[config.mk]
export PLATFORM = sky130hd
export DESIGN_NAME = rr_arbiter4_enc
export DESIGN_NICKNAME = d
export VERILOG_FILES = /design/src/rtl/arb_pkg.sv /design/src/rtl/rr_pick4.sv /design/src/rtl/rr_arbiter4_enc.sv
export SDC_FILE = /design/constraint.sdc
export NUM_CORES = 1
export LEC_CHECK = 0
export ABC_AREA = 1
export BUFFER_PORTS_ARGS = -buffer_cell sky130_fd_sc_hd__buf_2
export CORE_AREA = 2 2 46 48
export DETAILED_ROUTE_END_ITERATION = 8
export DIE_AREA = 0 0 48 50
export GPL_TIMING_DRIVEN = 1
export HOLD_SLACK_MARGIN = 0.03
export PLACE_DENSITY = 0.69
export SLEW_MARGIN = 20
export SYNTH_ARGS = -nofsm -noshare
export SYNTH_HDL_FRONTEND = slang
export SYNTH_SLANG_ARGS = --single-unit
[constraint.sdc]
create_clock -name clk -period 1.7 [get_ports clk]
set_input_delay 0 -clock clk [delete_from_list [all_inputs] [get_ports clk]]
set_output_delay 0 -clock clk [all_outputs]
set_load 0.05 [all_outputs]
[src/rtl/arb_pkg.sv]
// Shared definitions for the four-requester round-robin arbiter.
//   N_REQ   : number of requesters
//   ID_W    : width of an encoded requester index
//   state_t : arbiter FSM states (IDLE, GRANT)
package arb_pkg;

    localparam int N_REQ = 4;
    localparam int ID_W  = 2;

    typedef enum logic {
        IDLE  = 1'b0,
        GRANT = 1'b1
    } state_t;

endpackage

[src/rtl/rr_pick4.sv]
// Combinational round-robin pick: first set request bit found when scanning
// from ptr upward, modulo 4.
// Ports:
//   req        in  [3:0]  request lines
//   ptr        in  [1:0]  index that has highest priority this cycle
//   pick_id    out [1:0]  index of the selected requester (0 when none)
//   pick_valid out        high when any request is present
module rr_pick4
    import arb_pkg::*;
(
    input  logic [N_REQ-1:0] req,
    input  logic [ID_W-1:0]  ptr,
    output logic [ID_W-1:0]  pick_id,
    output logic             pick_valid
);

    logic [ID_W-1:0] idx;

    // Scan from the farthest offset back toward ptr so the closest set bit
    // is the last one written and therefore wins. The ID_W-bit add wraps
    // modulo 4 by itself.
    always_comb begin
        pick_id    = '0;
        pick_valid = |req;
        idx        = '0;
        for (int k = N_REQ - 1; k >= 0; k--) begin
            idx = ptr + ID_W'(k);
            if (req[idx]) begin
                pick_id = idx;
            end
        end
    end

endmodule

[src/rtl/rr_arbiter4_enc.sv]
// Round-robin arbiter for four requesters with held grants, a hold-time limit
// under contention, and a global enable. Every output is a register.
// Parameters:
//   MAX_HOLD   maximum consecutive grant cycles while another requester waits (>= 2)
// Ports:
//   clk        in         rising-edge clock
//   rst_n      in         asynchronous active-low reset
//   en         in         arbitration enable; low forces idle
//   req        in  [3:0]  request lines, bit i belongs to requester i
//   gnt        out [3:0]  one-hot grant
//   gnt_id     out [1:0]  encoded index of the granted requester, 0 when idle
//   gnt_valid  out        high while a grant is active (equals |gnt)
//   timeout    out        one-cycle pulse in the idle cycle after a hold-limit revoke
module rr_arbiter4_enc
    import arb_pkg::*;
#(
    parameter int MAX_HOLD = 8
) (
    input  logic             clk,
    input  logic             rst_n,
    input  logic             en,
    input  logic [N_REQ-1:0] req,
    output logic [N_REQ-1:0] gnt,
    output logic [ID_W-1:0]  gnt_id,
    output logic             gnt_valid,
    output logic             timeout
);

    localparam int               CNT_W     = $clog2(MAX_HOLD + 1);
    localparam logic [CNT_W-1:0] HOLD_LAST = CNT_W'(MAX_HOLD - 1);

    state_t           state, state_nxt;
    logic [ID_W-1:0]  ptr, ptr_nxt;
    logic [CNT_W-1:0] hold_cnt, hold_cnt_nxt;
    logic [N_REQ-1:0] gnt_nxt;
    logic [ID_W-1:0]  gnt_id_nxt;
    logic             gnt_valid_nxt;
    logic             timeout_nxt;

    logic [ID_W-1:0]  pick_id;
    logic             pick_valid;
    logic             owner_req;
    logic             competitor;
    logic             hold_expired;

    rr_pick4 u_pick (
        .req        (req),
        .ptr        (ptr),
        .pick_id    (pick_id),
        .pick_valid (pick_valid)
    );

    // gnt is one-hot, so it doubles as the mask that hides the owner's bit
    // when looking for someone else waiting.
    assign owner_req    = req[gnt_id];
    assign competitor   = |(req & ~gnt);
    assign hold_expired = (hold_cnt == HOLD_LAST) && competitor;

    always_ff @(posedge clk or negedge rst_n) begin
        if (!rst_n) begin
            state <= IDLE;
        end else begin
            state <= state_nxt;
        end
    end

    always_comb begin
        state_nxt = state;
        case (state)
            IDLE: begin
                if (en && pick_valid) begin
                    state_nxt = GRANT;
                end
            end
            GRANT: begin
                if (!en || !owner_req || hold_expired) begin
                    state_nxt = IDLE;
                end
            end
            default: state_nxt = IDLE;
        endcase
    end

    // Next values of the output registers, pointer and hold counter. Any
    // exit from GRANT leaves the outputs at their zero defaults, which
    // produces the mandatory idle cycle between grants.
    always_comb begin
        gnt_nxt       = '0;
        gnt_id_nxt    = '0;
        gnt_valid_nxt = 1'b0;
        timeout_nxt   = 1'b0;
        ptr_nxt       = ptr;
        hold_cnt_nxt  = '0;
        case (state)
            IDLE: begin
                if (en && pick_valid) begin
                    gnt_nxt[pick_id] = 1'b1;
                    gnt_id_nxt       = pick_id;
                    gnt_valid_nxt    = 1'b1;
                end
            end
            GRANT: begin
                if (!en) begin
                    // Disable keeps the pointer, so the same requester is
                    // favoured again once enabled.
                    ptr_nxt = ptr;
                end else if (!owner_req) begin
                    ptr_nxt = gnt_id + ID_W'(1);
                end else if (hold_expired) begin
                    ptr_nxt     = gnt_id + ID_W'(1);
                    timeout_nxt = 1'b1;
                end else begin
                    gnt_nxt       = gnt;
                    gnt_id_nxt    = gnt_id;
                    gnt_valid_nxt = 1'b1;
                    // Saturate so an uncontended owner stays at the limit
                    // and is revoked as soon as a competitor shows up.
                    hold_cnt_nxt  = (hold_cnt == HOLD_LAST) ? hold_cnt
                                                            : hold_cnt + CNT_W'(1);
                end
            end
            default: begin
                ptr_nxt = ptr;
            end
        endcase
    end

    always_ff @(posedge clk or negedge rst_n) begin
        if (!rst_n) begin
            gnt       <= '0;
            gnt_id    <= '0;
            gnt_valid <= 1'b0;
            timeout   <= 1'b0;
            ptr       <= '0;
            hold_cnt  <= '0;
        end else begin
            gnt       <= gnt_nxt;
            gnt_id    <= gnt_id_nxt;
            gnt_valid <= gnt_valid_nxt;
            timeout   <= timeout_nxt;
            ptr       <= ptr_nxt;
            hold_cnt  <= hold_cnt_nxt;
        end
    end

endmodule
==> out/metrics.yaml, run 1 <==
synthesis:
  yosysSeqAreaShare_pct: 39.3
  yosysMostFrequentCell: "nand2_1"
  synth_top_area_share_pct: 39.3
  synth_mux_area_share_pct: 0
  synth-edff-count: 0
  synth_xor_area_share_pct: 1.83
  synth_area_sq_um: 956
  ys_async_sr_fraction_pct: 100
  ys_top_cells_by_count: "nand2_1, dfrtp_1, inv_1, nand3_1, nand2_2"
  synth-simple-area-share_pct: 39.9
  synth_top_family_by_area: "simple AND/OR/NAND/NOR gates"
  ys_ff_latch: 15
  synth.distinct_cells: 24
  ys.flop_type: "dfrtp_1"
  synth_warnings: 0
  synthTopCellsByArea: "dfrtp_1, nand2_1, nand3_1, inv_1, nand2_2"
  syn_inst: 132
  syn_nets: 140
  yosys.area.top_type: "dfrtp_1"
  synth_adder_area_share_pct: 1.31
  synth_compound_area_share_pct: 9.29
  syn_area_per_cell_sq_um: 7.24
placed_design:
  preCtsSetupSlack_ps: 169
  port_buffers: 14
  hpwlAfterDp_microns: 1540
  routabilityCongestion: 0.864
cts:
  path_clk_slew_ps: 90
  clk_latency_ps: 280
  h-tree-depth: 1
  cts_tree: "yes"
  clock-sinks: 15
  cts-buffers-inserted: 3
  cts_root_buffer: "clkbuf_4"
  cts.path.max_buffers: 2
power:
  p_comb_share_pct: 57.1
  p_leak_nw: 0.624
  netSwitchingPower_uw: 971
  seqPwrFrac_pct: 31.6
  power.internal_uw: 851
  clkPwrFrac_pct: 11.3
  power_density_nw_per_um2: 1680
  peakVddDrop_mv: 1.08
  p_sw_share_pct: 53.3
  total_power_mw: 1.82
sta:
  setup_violations: 0
  period_share_pct: 86.2
  hold_viol: 0
  rsz0062_at_grt: "no"
  fmax_mhz: 683
  fin_tns_setup_ps: 0
  slew_violations: 0
  min_period_ps: 1460
  tightest_slew_ps: 349
  setup_slack_ps: 235
  slew_headroom_pct: 76.7
  holdWs_ps: 75.5
  fin_skew_ps: 1.08
die:
  die_w_microns: 48
  die_area_sq_um: 2400
  boundaryPins: 15
  core-area_sq_um: 1900
  placementRows: 16
  initial_core_util_pct: 50.3
  die_h_microns: 50
global_routing:
  grt_pass1_wl_microns: 3230
  grt_usage_pct: 18.5
  grt_pass1_vias: 760
  grt_max_degree: 16
  grt-ovfl-total: 0
  antenna_found_initial: 0
critical_path:
  rr_endpoint: "gnt[0]"
  r2r-start: "ptr[0]"
  cp-end-kind: "flip-flop"
  cp_data_required_time_ps: 1880
  cp_slowest_cell: "dfrtp_2"
  crit_buf_inv: 2
  crit_fanout: 11
  rr_worst_depth: 10
  path_common_cell: "nand2_1"
  path_cells: "inv_1, nand2_1, nand3_1, nand3_1, nand3_1, nand2_1, nand2_2, inv_2, nand2_1, nand2_1"
  slowest_delay_ps: 480
  worstSetupPathType: "reg2reg"
  r2r_slack_ps: 240
  start_kind: "flip-flop"
  crit_arrival_ps: 1650
  crit_family: "simple AND/OR/NAND/NOR gates"
finish:
  post-route-util_pct: 57.1
  drive_gt1_share_pct: 22.0
  final_nets: 159
  syn_to_final_growth_pct: 13.6
  n_antenna_cell: 0
detailed_routing:
  ant_nets: 0
  drt_wl_total_microns: 1950
  drc: 0
  dr.first_iter.drc_count: 22
  wl_per_cell_microns: 11.0
  viasPerCell: 5.16
  drtPass1Iterations: 4
  dr_total_vias: 913
worst_hold_path:
  hold-path-endpoint: "timeout"
  hp-start: "en"
  min_path_type: "in2reg"
  min_path_cells: 3
status:
  status: "finished clean"
run:
  drv_cap: 0
[power groups by stage]
| stage | Sequential, mW | Combinational, mW | Clock (mW) |
|---|---|---|---|
| after floorplan | 0.743 | 0.678 | 0 |
| after global placement | 0.574 | 1.02 | 0 |
| after detailed placement | 0.577 | 1.03 | 0 |
| after CTS | 0.569 | 1.04 | 0.213 |
| after global routing | 0.594 | 1.16 | 0.230 |
| final | 0.575 | 1.04 | 0.206 |
[worst max path at each step]
stage                    from  endpoint  slack [ps]  cells after the start
floorplan           gnt_id[1]    gnt[2]         160                      9
global placement       ptr[0]    gnt[0]         190                     11
detailed placement     ptr[0]    gnt[0]         170                     11
CTS                    ptr[0]    gnt[0]         150                     11
global route           ptr[0]    gnt[2]          80                      9
finish                 ptr[0]    gnt[0]         240                     10
[layer usage]
metal	vias to the layer above	global-route usage [%]	routed length [microns]
li1	459	-	-
met1	426	29.0	993
met2	26	26.2	843
met3	2	3.30	100
met4	0	4.05	12
met5	-	0	0
[placed cells by master (no fill, tap or decap), drive strengths merged]
cell / count
inv: 16
dfrtp: 15
nand3: 16
o21ai: 9
nand4: 1
xnor2: 1
a21boi: 1
xor2: 1
clkbuf: 4
dlygate4sd3: 1
o22ai: 2
nor2: 7
a21oi: 4
nor3: 2
clkinv: 1
buf: 14
ha: 1
nand2: 54
[cells by family (layout without fill, tap and decap cells)]
family,after synthesis,count (layout)
AO/OA/AOI/OAI,16,16
XOR/XNOR,2,2
adder cells (fa/ha/maj),1,1
buffers and inverters,18,36
flip-flops,15,15
AND/OR/NAND/NOR,80,80
[flip-flops by register name, indices dropped and copies added (netlist names)]
| signal | flops |
|---|---|
| gnt_id | 2 |
| state | 1 |
| ptr | 2 |
| gnt_valid | 1 |
| gnt | 4 |
| hold_cnt | 4 |
| timeout | 1 |
[tightest hold or removal path, stage by stage]
cell	delay, ps
buf_2	110
nand2_1	140
nor3_1	80
[final cells by class]
| class | instances | area (sq um) |
|---|---|---|
| fill | 179 | 816 |
| sequential | 15 | 377 |
| tap | 27 | 33.8 |
| clock buffer | 4 | 26.3 |
| multi-input combinational | 99 | 500 |
| timing repair buffer | 15 | 80.1 |
| inverter | 17 | 68.8 |
[through the flow]
step                cell area [sq um]  cells
floorplan                         956    132
global placement                 1050    172
detailed placement               1050    172
CTS                              1080    177
global route                     1090    177
finish                           1090    177
[what timing repair did]
item,4_1_cts,5_1_grt
gates resized for setup,0,1
hold buffers,1,0
setup buffers,0,0
endpoints found under the hold margin,15,0
setup endpoints to repair,0,6
(Power assumes the default switching activity.)
==> inputs of run 2 (changes only) <==
--- a/config.mk
+++ b/config.mk
@@ -13,6 +13,7 @@
 export GPL_TIMING_DRIVEN = 1
 export HOLD_SLACK_MARGIN = 0.03
 export PLACE_DENSITY = 0.69
+export SETUP_SLACK_MARGIN = 0.5
 export SLEW_MARGIN = 20
 export SYNTH_ARGS = -nofsm -noshare
 export SYNTH_HDL_FRONTEND = slang
==> run 2 against run 1 <==
- sequential cell count unchanged
- largest power group unchanged
- total power increased by 23%
- clock power about the same
- fmax increased by 5.5%
==> out/metrics.yaml, run 2 (same netlist as run 1, synthesis figures left out) <==
detailed_routing:
  wl_met2_microns: 1250  # +48%
  highest_layer: "met4"
  wl_met1_microns: 1160  # +17%
  dr_total_vias: 1039  # +14%
  wl_per_cell_microns: 12.9  # +17%
  drc: 0  # unchanged
  dr.first_iter.drc_count: 38  # +73%
  drt_wl_total_microns: 2580  # +33%
  wl_met3_microns: 138  # +38%
  ant_nets: 0  # unchanged
  viasPerCell: 5.20  # +0.71%
  drtPass1Iterations: 4  # unchanged
sta:
  hold_viol: 0  # unchanged
  min_period_ps: 1390  # -76.5 ps
  fin_skew_ps: 2.81  # +1.73 ps
  setup_slack_ps: 312  # +76.5 ps
  slew_violations: 0  # unchanged
  tightest_slew_ps: 402  # +52.8 ps
  fin_tns_setup_ps: 0  # unchanged
  period_share_pct: 81.7  # -4.5 points
  fmax_mhz: 720  # +5.5%
  slew_headroom_pct: 73.1  # -3.6 points
  rsz0062_at_grt: "yes"
  setup_violations: 0  # unchanged
global_routing:
  antenna_found_initial: 0  # unchanged
  grt-ovfl-total: 0  # unchanged
  grt_pass1_vias: 919  # +21%
  grt_max_degree: 16  # unchanged
  grt_pass1_wl_microns: 3970  # +23%
  grt_usage_pct: 22.8  # +4.3 points
power:
  total_power_mw: 2.23  # +23%
  p_leak_nw: 0.757  # +21%
  power_density_nw_per_um2: 1620  # -3.2%
  peakVddDrop_mv: 1.03  # -4.6%
cts:
  h-tree-depth: 1  # unchanged
  clk_latency_ps: 280  # about the same
  cts.path.max_buffers: 2  # unchanged
  cts_root_buffer: "clkbuf_4"
  cts-buffers-inserted: 3  # unchanged
  clock-sinks: 15  # unchanged
  cts_tree: "yes"
  path_clk_slew_ps: 90  # about the same
finish:
  final_cell_mix: "nand2_1, buf_4, buf_2"
  syn_to_final_growth_pct: 43.8
  final_nets: 182  # +14%
  top_regs: "gnt x4, hold_cnt x4"
  n_antenna_cell: 0  # unchanged
  final_common_cell: "nand2_1"
  final_cells: 200  # +13%
  drive_gt1_share_pct: 48.0  # +26 points
status:
  status: "finished clean"
placed_design:
  placedCellCount: 172  # unchanged
  preCtsSetupSlack_ps: 136  # -33.4 ps
  routabilityCongestion: 0.909  # +5.1%
  hpwlAfterDp_microns: 1570  # +2.1%
  port_buffers: 14  # unchanged
die:
  die_area_sq_um: 2400  # unchanged
  initial_core_util_pct: 50.3  # unchanged
  boundaryPins: 15  # unchanged
  die_w_microns: 48  # unchanged
  placementRows: 16  # unchanged
  die_h_microns: 50  # unchanged
  core-area_sq_um: 1900  # unchanged
critical_path:
  start_kind: "flip-flop"
  cp_data_required_time_ps: 1880  # about the same
  crit_arrival_ps: 1560  # -90 ps
  worstSetupPathType: "reg2reg"
  cp-end-kind: "flip-flop"
  cp_slowest_cell: "dfrtp_2"
  crit_fanout: 6  # -5
  slowest_delay_ps: 460  # -20 ps
  path_cells: "inv_2, nand2_1, nand3_2, nand2_1, nor2_1, nand2_1, nand2_2, inv_2, nand2_1, nand2_1"
  path_common_cell: "nand2_1"
run:
  drv_cap: 0  # unchanged
worst_hold_path:
  min_path_type: "in2reg"
==> run 2: changes by cell type in the layout (fill, tap and decap cells not counted), moves of 2 or more <==
cell     previous run  this run
nand3_1            14         9
inv_1              14        12
nand3_2             2         7
buf_6               0         5
o21ai_0             3         0
dfrtp_1            14         7
o21ai_1             5         7
buf_4               0        18
nand2_2             6        13
nand2_1            47        39
a21oi_2             0         2
dfrtp_2             1         8
a21oi_1             4         2
==> run 2: final cells by class <==
type | count | area (sq um)
multi-input cells | 99 | 587
fillers | 137 | 527
flip-flops and latches | 15 | 385
repair buffers | 38 | 272
inverters | 17 | 71.3
well taps | 27 | 33.8
clock buffers | 4 | 26.3
==> run 2: timing repair <==
item,4_1_cts,5_1_grt
setup endpoints to repair,14,15
gates resized for setup,19,13
hold buffers,1,0
hold endpoints to repair,15,0
pin swaps,12,5
setup buffers,14,9
==> run 2: worst paths after layout <==
check / start / to / slack [ps] / depth (start not counted)
min in group asynchronous: rst_n / timeout / 140 / 2
min: en / timeout / 80 / 3
max: ptr[0] / gnt[0] / 310 / 10
max reg2reg: ptr[0] / gnt[0] / 310 / 10
max in group asynchronous: rst_n / gnt[0] / 1290 / 2
min reg2reg: gnt[3] / gnt[3] / 520 / 2
==> run 2: per-layer routing <==
metal,vias up,GRT usage [%]
li1,504,-
met1,489,32.6
met2,42,36.2
met3,4,4.40
met4,0,2.70
met5,-,0
==> run 2: critical path: cells and delay by family, from the launching register on <==
kind | cells | cell delay, ps
buffers and inverters | 2 | 160
DFF | 1 | 460
and+or+nand+nor | 8 | 680
==> run 2: power by group <==
group          switching, mW  leakage (nW)  internal (mW)  total [mW]
Combinational          0.898         0.552          0.538        1.44
Sequential             0.128         0.189          0.465       0.593
Clock                  0.113        0.0150         0.0909       0.204
==> run 2: stage by stage <==
| stage | hold slack (ps) | instance area (sq um) | utilization, % |
|---|---|---|---|
| 6_report | 76.7 | 1380 | 72.3 |
| 5_1_grt | 73.2 | 1380 | 72.3 |
| 4_1_cts | 68.0 | 1260 | 66.2 |
| 3_5_place_dp | -79.3 | 1060 | 55.8 |
| 3_3_place_gp | -82.0 | 1060 | 55.8 |
| 2_1_floorplan | -296 | 968 | - |
